[config.mk]
export PLATFORM = sky130hd
export DESIGN_NAME = rfaludm_ctrl_flat
export DESIGN_NICKNAME = d
export VERILOG_FILES = /design/src/rtl/rfaludm_ctrl_if.sv /design/src/rtl/rfaludm_ctrl.sv /design/src/flat_wrapper.sv
export SDC_FILE = /design/constraint.sdc
export NUM_CORES = 1
export LEC_CHECK = 0
export CAP_MARGIN = 20
export CORE_AREA = 5 5 76 71
export DETAILED_ROUTE_END_ITERATION = 6
export DIE_AREA = 0 0 81 76
export PLACE_DENSITY = 0.77
export SLEW_MARGIN = 40
export SYNTH_ARGS = -nofsm -noshare
export SYNTH_HDL_FRONTEND = slang
export SYNTH_SLANG_ARGS = --single-unit
export TNS_END_PERCENT = 10
[constraint.sdc]
create_clock -name clk_i -period 1.9 [get_ports clk_i]
set_input_delay 0.19 -clock clk_i [delete_from_list [all_inputs] [get_ports clk_i]]
set_output_delay 0.19 -clock clk_i [all_outputs]
set_load 0.005 [all_outputs]
[src/rtl/rfaludm_ctrl_if.sv]
// Purpose : bundles the rfaludm_ctrl request, instruction, flag and datapath-control signals.
// Latency : none, wires only.
// Backpressure: none here; the controller ignores start_i while busy_o is high.
// Ports (controller view, modport slave):
//   in : start_i, instr_i[31:0], zero_i
//   out: read1_o, read2_o, ins_15_11_o, sein_o, reg_dst_o, reg_write_o, alu_src_o,
//        mem_to_reg_o, mem_write_o, mem_read_o, alu_op_o[1:0], busy_o, done_o,
//        branch_taken_o, illegal_o
interface rfaludm_ctrl_if;
    logic        start_i;
    logic [31:0] instr_i;
    logic        zero_i;
    logic [4:0]  read1_o;
    logic [4:0]  read2_o;
    logic [4:0]  ins_15_11_o;
    logic [15:0] sein_o;
    logic        reg_dst_o;
    logic        reg_write_o;
    logic        alu_src_o;
    logic        mem_to_reg_o;
    logic        mem_write_o;
    logic        mem_read_o;
    logic [1:0]  alu_op_o;
    logic        busy_o;
    logic        done_o;
    logic        branch_taken_o;
    logic        illegal_o;

    // Controller side.
    modport slave (
        input  start_i, instr_i, zero_i,
        output read1_o, read2_o, ins_15_11_o, sein_o,
               reg_dst_o, reg_write_o, alu_src_o, mem_to_reg_o,
               mem_write_o, mem_read_o, alu_op_o,
               busy_o, done_o, branch_taken_o, illegal_o
    );

    // Requester / datapath side.
    modport master (
        output start_i, instr_i, zero_i,
        input  read1_o, read2_o, ins_15_11_o, sein_o,
               reg_dst_o, reg_write_o, alu_src_o, mem_to_reg_o,
               mem_write_o, mem_read_o, alu_op_o,
               busy_o, done_o, branch_taken_o, illegal_o
    );
endinterface

[src/rtl/rfaludm_ctrl.sv]
// Purpose : multi-cycle FSM sequencing the RFALUDM datapath one MIPS-subset instruction at a time.
// Latency : busy R=3, lw=4, sw=3, beq=2, illegal=1 cycles; done_o pulses in the first IDLE cycle after.
// Backpressure: start_i is accepted only in IDLE (including the done cycle), ignored otherwise.
// Ports: clk_i, rst_i (synchronous, active-high), bus (rfaludm_ctrl_if.slave).
module rfaludm_ctrl (
    input  logic          clk_i,
    input  logic          rst_i,
    rfaludm_ctrl_if.slave bus
);

    localparam logic [2:0] S_IDLE   = 3'd0;
    localparam logic [2:0] S_DECODE = 3'd1;
    localparam logic [2:0] S_EXEC   = 3'd2;
    localparam logic [2:0] S_MEM    = 3'd3;
    localparam logic [2:0] S_WB     = 3'd4;

    localparam logic [5:0] OP_RTYPE = 6'h00;
    localparam logic [5:0] OP_LW    = 6'h23;
    localparam logic [5:0] OP_SW    = 6'h2B;
    localparam logic [5:0] OP_BEQ   = 6'h04;

    localparam logic [1:0] ALU_ADD   = 2'd0;
    localparam logic [1:0] ALU_SUB   = 2'd1;
    localparam logic [1:0] ALU_FUNCT = 2'd2;

    logic [2:0]  state_q, state_d;
    logic [31:0] ir_q, ir_d;
    logic        done_q, done_d;
    logic        illegal_q, illegal_d;
    logic        bt_q, bt_d;

    logic [5:0]  opcode;
    logic        is_rtype, is_lw, is_sw, is_beq, is_legal;

    assign opcode   = ir_q[31:26];
    assign is_rtype = (opcode == OP_RTYPE);
    assign is_lw    = (opcode == OP_LW);
    assign is_sw    = (opcode == OP_SW);
    assign is_beq   = (opcode == OP_BEQ);
    assign is_legal = is_rtype | is_lw | is_sw | is_beq;

    // Next-state logic. done/illegal are registered so they appear in the
    // first IDLE cycle and never depend combinationally on inputs.
    always_comb begin
        state_d   = state_q;
        ir_d      = ir_q;
        bt_d      = bt_q;
        done_d    = 1'b0;
        illegal_d = 1'b0;
        case (state_q)
            S_IDLE: begin
                if (bus.start_i) begin
                    ir_d    = bus.instr_i;
                    state_d = S_DECODE;
                    // A new non-branch instruction invalidates the old branch result.
                    if (bus.instr_i[31:26] != OP_BEQ) begin
                        bt_d = 1'b0;
                    end
                end
            end
            S_DECODE: begin
                if (is_legal) begin
                    state_d = S_EXEC;
                end else begin
                    state_d   = S_IDLE;
                    done_d    = 1'b1;
                    illegal_d = 1'b1;
                end
            end
            S_EXEC: begin
                if (is_rtype) begin
                    state_d = S_WB;
                end else if (is_lw || is_sw) begin
                    state_d = S_MEM;
                end else begin
                    // beq resolves here from the ALU zero flag.
                    state_d = S_IDLE;
                    done_d  = 1'b1;
                    bt_d    = bus.zero_i;
                end
            end
            S_MEM: begin
                if (is_lw) begin
                    state_d = S_WB;
                end else begin
                    state_d = S_IDLE;
                    done_d  = 1'b1;
                end
            end
            S_WB: begin
                state_d = S_IDLE;
                done_d  = 1'b1;
            end
            default: begin
                state_d = S_IDLE;
            end
        endcase
    end

    always_ff @(posedge clk_i) begin
        if (rst_i) begin
            state_q   <= S_IDLE;
            ir_q      <= 32'd0;
            done_q    <= 1'b0;
            illegal_q <= 1'b0;
            bt_q      <= 1'b0;
        end else begin
            state_q   <= state_d;
            ir_q      <= ir_d;
            done_q    <= done_d;
            illegal_q <= illegal_d;
            bt_q      <= bt_d;
        end
    end

    // Moore control decode from (state, opcode) only.
    always_comb begin
        bus.reg_dst_o    = 1'b0;
        bus.reg_write_o  = 1'b0;
        bus.alu_src_o    = 1'b0;
        bus.mem_to_reg_o = 1'b0;
        bus.mem_write_o  = 1'b0;
        bus.mem_read_o   = 1'b0;
        bus.alu_op_o     = ALU_ADD;
        case (state_q)
            S_EXEC: begin
                if (is_rtype) begin
                    bus.alu_op_o = ALU_FUNCT;
                end else if (is_lw || is_sw) begin
                    bus.alu_src_o = 1'b1;
                end else if (is_beq) begin
                    bus.alu_op_o = ALU_SUB;
                end
            end
            S_MEM: begin
                bus.alu_src_o = 1'b1;
                if (is_lw) begin
                    bus.mem_read_o = 1'b1;
                end else if (is_sw) begin
                    bus.mem_write_o = 1'b1;
                end
            end
            S_WB: begin
                bus.reg_write_o = 1'b1;
                if (is_rtype) begin
                    bus.reg_dst_o = 1'b1;
                    bus.alu_op_o  = ALU_FUNCT;
                end else if (is_lw) begin
                    bus.mem_to_reg_o = 1'b1;
                    bus.mem_read_o   = 1'b1;
                    bus.alu_src_o    = 1'b1;
                end
            end
            default: begin
            end
        endcase
    end

    assign bus.read1_o        = ir_q[25:21];
    assign bus.read2_o        = ir_q[20:16];
    assign bus.ins_15_11_o    = ir_q[15:11];
    assign bus.sein_o         = ir_q[15:0];
    assign bus.busy_o         = (state_q != S_IDLE);
    assign bus.done_o         = done_q;
    assign bus.illegal_o      = illegal_q;
    assign bus.branch_taken_o = bt_q;

endmodule

[src/flat_wrapper.sv]
// flat-port wrapper written by rule: the top's interface ports become plain ports
module rfaludm_ctrl_flat 
  (clk_i, rst_i, bus_start_i, bus_instr_i, bus_zero_i, bus_read1_o, bus_read2_o, bus_ins_15_11_o, bus_sein_o, bus_reg_dst_o, bus_reg_write_o, bus_alu_src_o, bus_mem_to_reg_o, bus_mem_write_o, bus_mem_read_o, bus_alu_op_o, bus_busy_o, bus_done_o, bus_branch_taken_o, bus_illegal_o);
  rfaludm_ctrl_if bus_i ();
  input  logic clk_i;
  input  logic rst_i;
  input wire logic [$bits(bus_i.start_i)-1:0] bus_start_i;
  input wire logic [$bits(bus_i.instr_i)-1:0] bus_instr_i;
  input wire logic [$bits(bus_i.zero_i)-1:0] bus_zero_i;
  output wire logic [$bits(bus_i.read1_o)-1:0] bus_read1_o;
  output wire logic [$bits(bus_i.read2_o)-1:0] bus_read2_o;
  output wire logic [$bits(bus_i.ins_15_11_o)-1:0] bus_ins_15_11_o;
  output wire logic [$bits(bus_i.sein_o)-1:0] bus_sein_o;
  output wire logic [$bits(bus_i.reg_dst_o)-1:0] bus_reg_dst_o;
  output wire logic [$bits(bus_i.reg_write_o)-1:0] bus_reg_write_o;
  output wire logic [$bits(bus_i.alu_src_o)-1:0] bus_alu_src_o;
  output wire logic [$bits(bus_i.mem_to_reg_o)-1:0] bus_mem_to_reg_o;
  output wire logic [$bits(bus_i.mem_write_o)-1:0] bus_mem_write_o;
  output wire logic [$bits(bus_i.mem_read_o)-1:0] bus_mem_read_o;
  output wire logic [$bits(bus_i.alu_op_o)-1:0] bus_alu_op_o;
  output wire logic [$bits(bus_i.busy_o)-1:0] bus_busy_o;
  output wire logic [$bits(bus_i.done_o)-1:0] bus_done_o;
  output wire logic [$bits(bus_i.branch_taken_o)-1:0] bus_branch_taken_o;
  output wire logic [$bits(bus_i.illegal_o)-1:0] bus_illegal_o;
  assign bus_i.start_i = bus_start_i;
  assign bus_i.instr_i = bus_instr_i;
  assign bus_i.zero_i = bus_zero_i;
  assign bus_read1_o = bus_i.read1_o;
  assign bus_read2_o = bus_i.read2_o;
  assign bus_ins_15_11_o = bus_i.ins_15_11_o;
  assign bus_sein_o = bus_i.sein_o;
  assign bus_reg_dst_o = bus_i.reg_dst_o;
  assign bus_reg_write_o = bus_i.reg_write_o;
  assign bus_alu_src_o = bus_i.alu_src_o;
  assign bus_mem_to_reg_o = bus_i.mem_to_reg_o;
  assign bus_mem_write_o = bus_i.mem_write_o;
  assign bus_mem_read_o = bus_i.mem_read_o;
  assign bus_alu_op_o = bus_i.alu_op_o;
  assign bus_busy_o = bus_i.busy_o;
  assign bus_done_o = bus_i.done_o;
  assign bus_branch_taken_o = bus_i.branch_taken_o;
  assign bus_illegal_o = bus_i.illegal_o;
  rfaludm_ctrl u_core (.clk_i(clk_i), .rst_i(rst_i), .bus(bus_i));
endmodule
-- Word level (Yosys, flattened, before mapping)
Index checks and enable logic that the tools add are counted.
- equal/unequal tests: 12
- mux-type cells: 34
- bitwise gates (word level): 4
- reduce and logical (&&, ||, !) cells: 8
- operators by type and width (cell ; count):
    1-bit two-way mux ; 20
    6-bit == test (second input constant) ; 2
    3-bit one-hot mux with 4 select lines ; 1
    2-bit two-way mux ; 5
    3-bit two-way mux ; 3
    3-bit by 2-bit == test with 1-bit output (second input constant) ; 2
    6-bit by 3-bit == test with 1-bit output (second input constant) ; 1
    6-bit zero test ; 1
    2-bit inequality test (second input constant) ; 3
    6-bit by 3-bit inequality test with 1-bit output (second input constant) ; 1
    5-bit AND reduction ; 1
    1-bit one-hot mux with 2 select lines ; 2
    1-bit one-hot mux with 4 select lines ; 1
    2-bit one-hot mux with 2 select lines ; 1
    3-bit by 1-bit == test with 1-bit output (second input constant) ; 1
    3-bit == test (second input constant) ; 1
    3-bit zero test ; 1
    1-bit OR ; 3
    1-bit one-hot mux with 3 select lines ; 1
    3-bit nonzero test ; 1
    2-bit by 1-bit inequality test with 1-bit output (second input constant) ; 1
    2-bit AND reduction ; 1
    2-bit nonzero test ; 1
    2-bit OR reduction ; 1
    2 further kinds ; 2
- register bits after elaboration: 38
- input port bits: 36
- output and inout port bits: 43
- word-level logic and storage cells: 63

-- Depth between registers and ports, before layout
- depth after elaboration: 6
- gate-level depth with buffers: 6
- gate-level depth less buffers: 4

-- Worst setup path before layout
OpenSTA, ideal clock, no wires.
- path kind: reg2reg
- start: register u_core.ir_q[31]
- end: register u_core.bt_q (netlist: u_core.bus.branch_taken_o)
- library setup time: 0.125 ns
- data arrival time: 1.458 ns
- required time: 1.775 ns
- slack: 0.317 ns
- stages on the path, launching flop included: 5
- buffers on the path: 0
- clock period less this slack: 1.583 ns
- cell sequence: dfxtp_1 or4_4 or3_4 nor3b_1 mux2i_1
- cells in the longest elaborated chain, start to end: 4
- elaborated cells on any way between the ends: 7
- those cells by class: eq/ne: 4; reduce/logical: 3
- ends and longest elaborated chain (element ; RTL line ; text):
    from (decl) ; rfaludm_ctrl.sv:27 ; logic [31:0] ir_q, ir_d;
    from (signal assigned) ; rfaludm_ctrl.sv:109 ; ir_q <= ir_d;
    6-bit == test, on equally long branches ; rfaludm_ctrl.sv:37, rfaludm_ctrl.sv:38 ;
    1-bit logical OR ; rfaludm_ctrl.sv:73 ; end else if (is_lw || is_sw) begin
    2-bit inequality test (no line) ; -- ;
    5-bit AND reduction (no line) (*) ; -- ;
    to (signal assigned) ; rfaludm_ctrl.sv:112 ; bt_q <= bt_d;
    to (decl) ; rfaludm_ctrl.sv:30 ; logic bt_q, bt_d;
Mark *: on every way between the ends. The rest lies on a longest branch, timed or not.
A chain may end at the register's enable or synchronous reset.

-- Worst setup path in the final report
- start: register u_core.ir_q[27]
- end: output port bus_alu_op_o[1]
- cells in the longest elaborated chain, start to end: 3
- elaborated cells on any way between the ends: 4
- those cells by class: mux: 3; reduce/logical: 1
- ends and longest elaborated chain (element ; RTL line ; text):
    6-bit zero test (*) ; rfaludm_ctrl.sv:36 ; assign is_rtype = (opcode == OP_RTYPE);
    2-bit two-way mux, on equally long branches ; rfaludm_ctrl.sv:145, rfaludm_ctrl.sv:127 ;
    2-bit one-hot mux with 2 select lines (*) ; rfaludm_ctrl.sv:125 ; case (state_q)
    to (decl) ; flat_wrapper.sv:20 ; output wire logic [$bits(bus_i.alu_op_o)-1:0] bus_alu_op_o;
Marked as above.

==> results.txt <==
* Result of the run: complete, but fails checks
- Violations in the final reports: setup timing
- The number of clock buffers added by TritonCTS is 5.
- In the final routed layout, each cell accounts on average for 12.0 µm.
- After the last flow step, the layout net total stands at 320.
- Setup slack, reg-to-reg: 0.24 ns
* Type of the worst min-delay path: input pin to flip-flop
- STA classifies the critical path endpoint as a primary output.
- Dividing the detail-routed via count by the number of cells gives 4.57.
- For the finished layout, the period the worst path requires is 1.94 ns.
- In this run, synthesis inferred 0 flip-flops with an integrated enable.
- Power Total: 0.00175 W
* Max H-tree Level: 2
- Count of filler cells inserted in the layout: 459
- Routed met2 length: 2010 µm
- Normalized max-slew margin: 72.9%
- Core Region: 4620 µm²
- Wires add up to 4180 µm.
- Met3 WL post-DR: 309 µm
- Syn. warnings: 0
- Routability congestion estimate from global placement: 0.821
* Origin of the critical flop-to-flop path: u_core.ir_q[27]
- RSZ-0062 raised after global routing: true
* Transition time at the pin with the least slew margin: 0.405 ns
- First-pass GRT wire length: 6970 µm
- Setup violations remaining at the end of the flow were counted as 2.
* Critical-path cell with the highest stage delay: sky130_fd_sc_hd__or4_4
- Initial Utilization: 38.1%
- The floorplan has 24 rows.
- The die is 81 µm wide.
- Ranked by instance count, the synthesized netlist is headed by 69 x sky130_fd_sc_hd__nand2_1, 38 x sky130_fd_sc_hd__dfxtp_1, 36 x sky130_fd_sc_hd__a21oi_1.
* Die height: 76 µm
- Syn nets: 263
- Top-count cell post-synth: sky130_fd_sc_hd__nand2_1
- Number of search-and-repair iterations in the first detailed-routing pass: 4
- In this run the count of I/O pins placed on the die edge is 79.
* Number of cell instances on the worst register-to-register path: 4
* Number of violations of the max-capacitance limit: 0
- Metal1 wirelength: 1810 µm
- Cell accounting for the most synthesized area: sky130_fd_sc_hd__dfxtp_1
* Number of antenna violations at the first check in global routing: 0
- In the synthesized netlist the async set-or-reset flop fraction comes to 0%.
- Crit-path cells: or4_4 > or3_4 > a21oi_2 > buf_2
- The worst setup path is of the flip-flop to primary output kind.
- Global routing used 14.2% of the available tracks.
- Top cell type's share of synthesized area: 43.1%
* Number of hold-repair buffers added at the cts stage: 0
* Clock insertion delay at the later pin of the skew report: 0.29 ns
- Maximum single-stage delay on the critical path: 0.54 ns
* Worst path required time: 1.71 ns
* Cell count after synthesis: 227
* Cells on Worst Hold Path: 3
- VDD sags by at most 399 µV.
- Count of inserted antenna diode cells: 0
- Yosys attributes the largest share of cell area to sky130_fd_sc_hd__dfxtp_1 43%, sky130_fd_sc_hd__nand2_1 15%, sky130_fd_sc_hd__buf_4 13%.
- End point of the most critical hold path: u_core.ir_q[9]
* Top_reg_cell synth: sky130_fd_sc_hd__dfxtp_1
* Fin. max-slew vios: 0
- Vias in the first global route: 1518
* Setup ws final: -0.0384 ns
* Layout overhead on the synthesized area: 45.0%
- Placed inst area: 2440 µm²
- For this run the aggregate overflow at the end of global routing stands at 0.
- The die covers 6160 µm².
- Setup skew after layout: 0.00601 ns
- Of all nets on the critical path, the largest fanout is 4.
- The finished cells cover 2560 µm².
* Placed Instances: 339
- The count of nets left with antenna violations once routing finished came out at 0.
- CTS saw 38 sinks.
* Detailed Route Iter0 Violations: 65
* Crit path arrival time: 1.75 ns
* # DRC: 0
* Worst r2r dst: u_core.state_q[2]
- Max frequency: 516 MHz
* Sort of element at the start of the critical path: flip-flop
- No sink is reached through more buffers than the 2 on the longest clock path.
- Highest metal layer with signal wires: met4
- The synthesized netlist occupies a cell area of 1760 µm².
* Post-synthesis register bit count: 38
- The routed layout has 1595 vias.
* DPL Wire Length: 3090 µm
- Part of the cycle the worst path needs: 102%
* Clock transition at the registers of the reported paths: 0.07 ns
- Pwr/cell area: 685 nW/µm²
* Number of endpoints with negative hold slack in the final report: 0
* Pre-CTS setup slack: -0.112 ns
* Hold Startpoint: bus_instr_i[9]
- Share of final-layout standard cells stronger than drive strength 1: 14.4%
- Buffers placed on the I/O ports in this run total 78.
- The share of the Yosys chip area taken by registers is 43.1%.
* Largest net degree at the start of global routing: 23
- CTS tree: done
- The root buffer cell chosen for the clock tree is sky130_fd_sc_hd__clkbuf_8.
* Non-filler cells in the finished layout: 349
* Syn Area/Cell: 7.77 µm²
* Synth cell types: 33
- Leakage component of the power: 1.01 nW
==> critical path, delay by kind of cell (launching register included) <==
family / cells / cell delay (ns)
AO/OA/AOI/OAI: 1 / 0.10
buffers and inverters: 1 / 0.11
flip-flops: 1 / 0.33
AND/OR/NAND/NOR: 2 / 0.92
==> cell families (layout without fill, tap and decap cells) <==
family / after synthesis / in the layout / synth area share, %
AO/OA/AOI/OAI: 45 / 45 / 13.5
buffers and inverters: 45 / 102 / 16.9
flip-flops: 38 / 38 / 43.1
multiplexers: 1 / 1 / 0.567
AND/OR/NAND/NOR: 98 / 98 / 26.0
==> power by group <==
| group | internal [W] | total (W) | switching [W] |
|---|---|---|---|
| registers | 0.000845 | 0.000878 | 0.0000326 |
| logic | 0.000216 | 0.000356 | 0.000140 |
| clock network | 0.000251 | 0.000519 | 0.000268 |
==> cell type report <==
class                   count  area, µm²  share of cell area [%]
multi-input cells         144        733                    28.7
flip-flops and latches     38        768                    30.0
well taps                  65       81.3                    3.18
inverters                   1       3.75                   0.147
clock inverters             1       7.51                   0.293
repair buffers             94        892                    34.9
clock buffers               6       72.6                    2.84
==> worst max-delay path by stage <==
| stage | start | endpoint | slack [ns] | cells after the start |
|---|---|---|---|---|
| after global routing | u_core.ir_q[27] | bus_alu_op_o[1] | -0.10 | 4 |
| after global placement | u_core.ir_q[31] | bus_alu_op_o[1] | -0.09 | 4 |
| final | u_core.ir_q[27] | bus_alu_op_o[1] | -0.04 | 4 |
| after CTS | u_core.ir_q[27] | bus_alu_op_o[1] | -0.09 | 4 |
| after detailed placement | u_core.ir_q[31] | bus_reg_dst_o | -0.11 | 4 |
| after floorplan | u_core.ir_q[31] | u_core.bus.branch_taken_o | 0.32 | 4 |
==> per-layer routing <==
| metal | GRT usage (%) | vias up |
|---|---|---|
| met5 | 0 | - |
| met4 | 6.08 | 0 |
| met3 | 4.14 | 6 |
| met2 | 23.5 | 51 |
| met1 | 16.9 | 707 |
| li1 | - | 831 |
==> cell usage in the layout, fill, tap and decap left out, types with 2 or more instances in the layout <==
| cell type | count |
|---|---|
| sky130_fd_sc_hd__dlymetal6s2s_1 | 2 |
| sky130_fd_sc_hd__buf_2 | 3 |
| sky130_fd_sc_hd__clkbuf_8 | 5 |
| sky130_fd_sc_hd__dlygate4sd2_1 | 2 |
| sky130_fd_sc_hd__nor2_2 | 2 |
| sky130_fd_sc_hd__buf_4 | 15 |
| sky130_fd_sc_hd__o21ai_0 | 3 |
| sky130_fd_sc_hd__nand2_1 | 68 |
| sky130_fd_sc_hd__nor2_1 | 5 |
| sky130_fd_sc_hd__dfxtp_2 | 6 |
| sky130_fd_sc_hd__nand3b_1 | 3 |
| sky130_fd_sc_hd__clkdlybuf4s50_1 | 71 |
| sky130_fd_sc_hd__nand3_1 | 2 |
| sky130_fd_sc_hd__a21oi_1 | 35 |
| sky130_fd_sc_hd__a31oi_1 | 2 |
| sky130_fd_sc_hd__nand2b_1 | 2 |
| sky130_fd_sc_hd__dfxtp_1 | 32 |
==> through the flow <==
| stage | utilization, % | setup TNS [ns] | hold WS [ns] |
|---|---|---|---|
| final | 55.3 | -0.0739 | 0.442 |
| after global routing | 55.3 | -0.187 | 0.448 |
| after CTS | 54.5 | -0.309 | 0.431 |
| after detailed placement | 52.7 | -0.256 | 0.446 |
| after global placement | 52.7 | -0.143 | 0.441 |
| after floorplan | - | 0 | 0.326 |
==> registers in the layout, summed over array words and instances (netlist names) <==
name	cells
u_core.ir_q	32
u_core.bus.illegal_o	1
u_core.bus.done_o	1
u_core.bus.branch_taken_o	1
u_core.state_q	3
==> timing repair <==
action	4_1_cts	5_1_grt
pin swaps	2	4
resized for setup	19	10
endpoints found under the setup margin	6	5
setup buffers	0	3
Note: power is estimated with default switching activity, not from simulation.
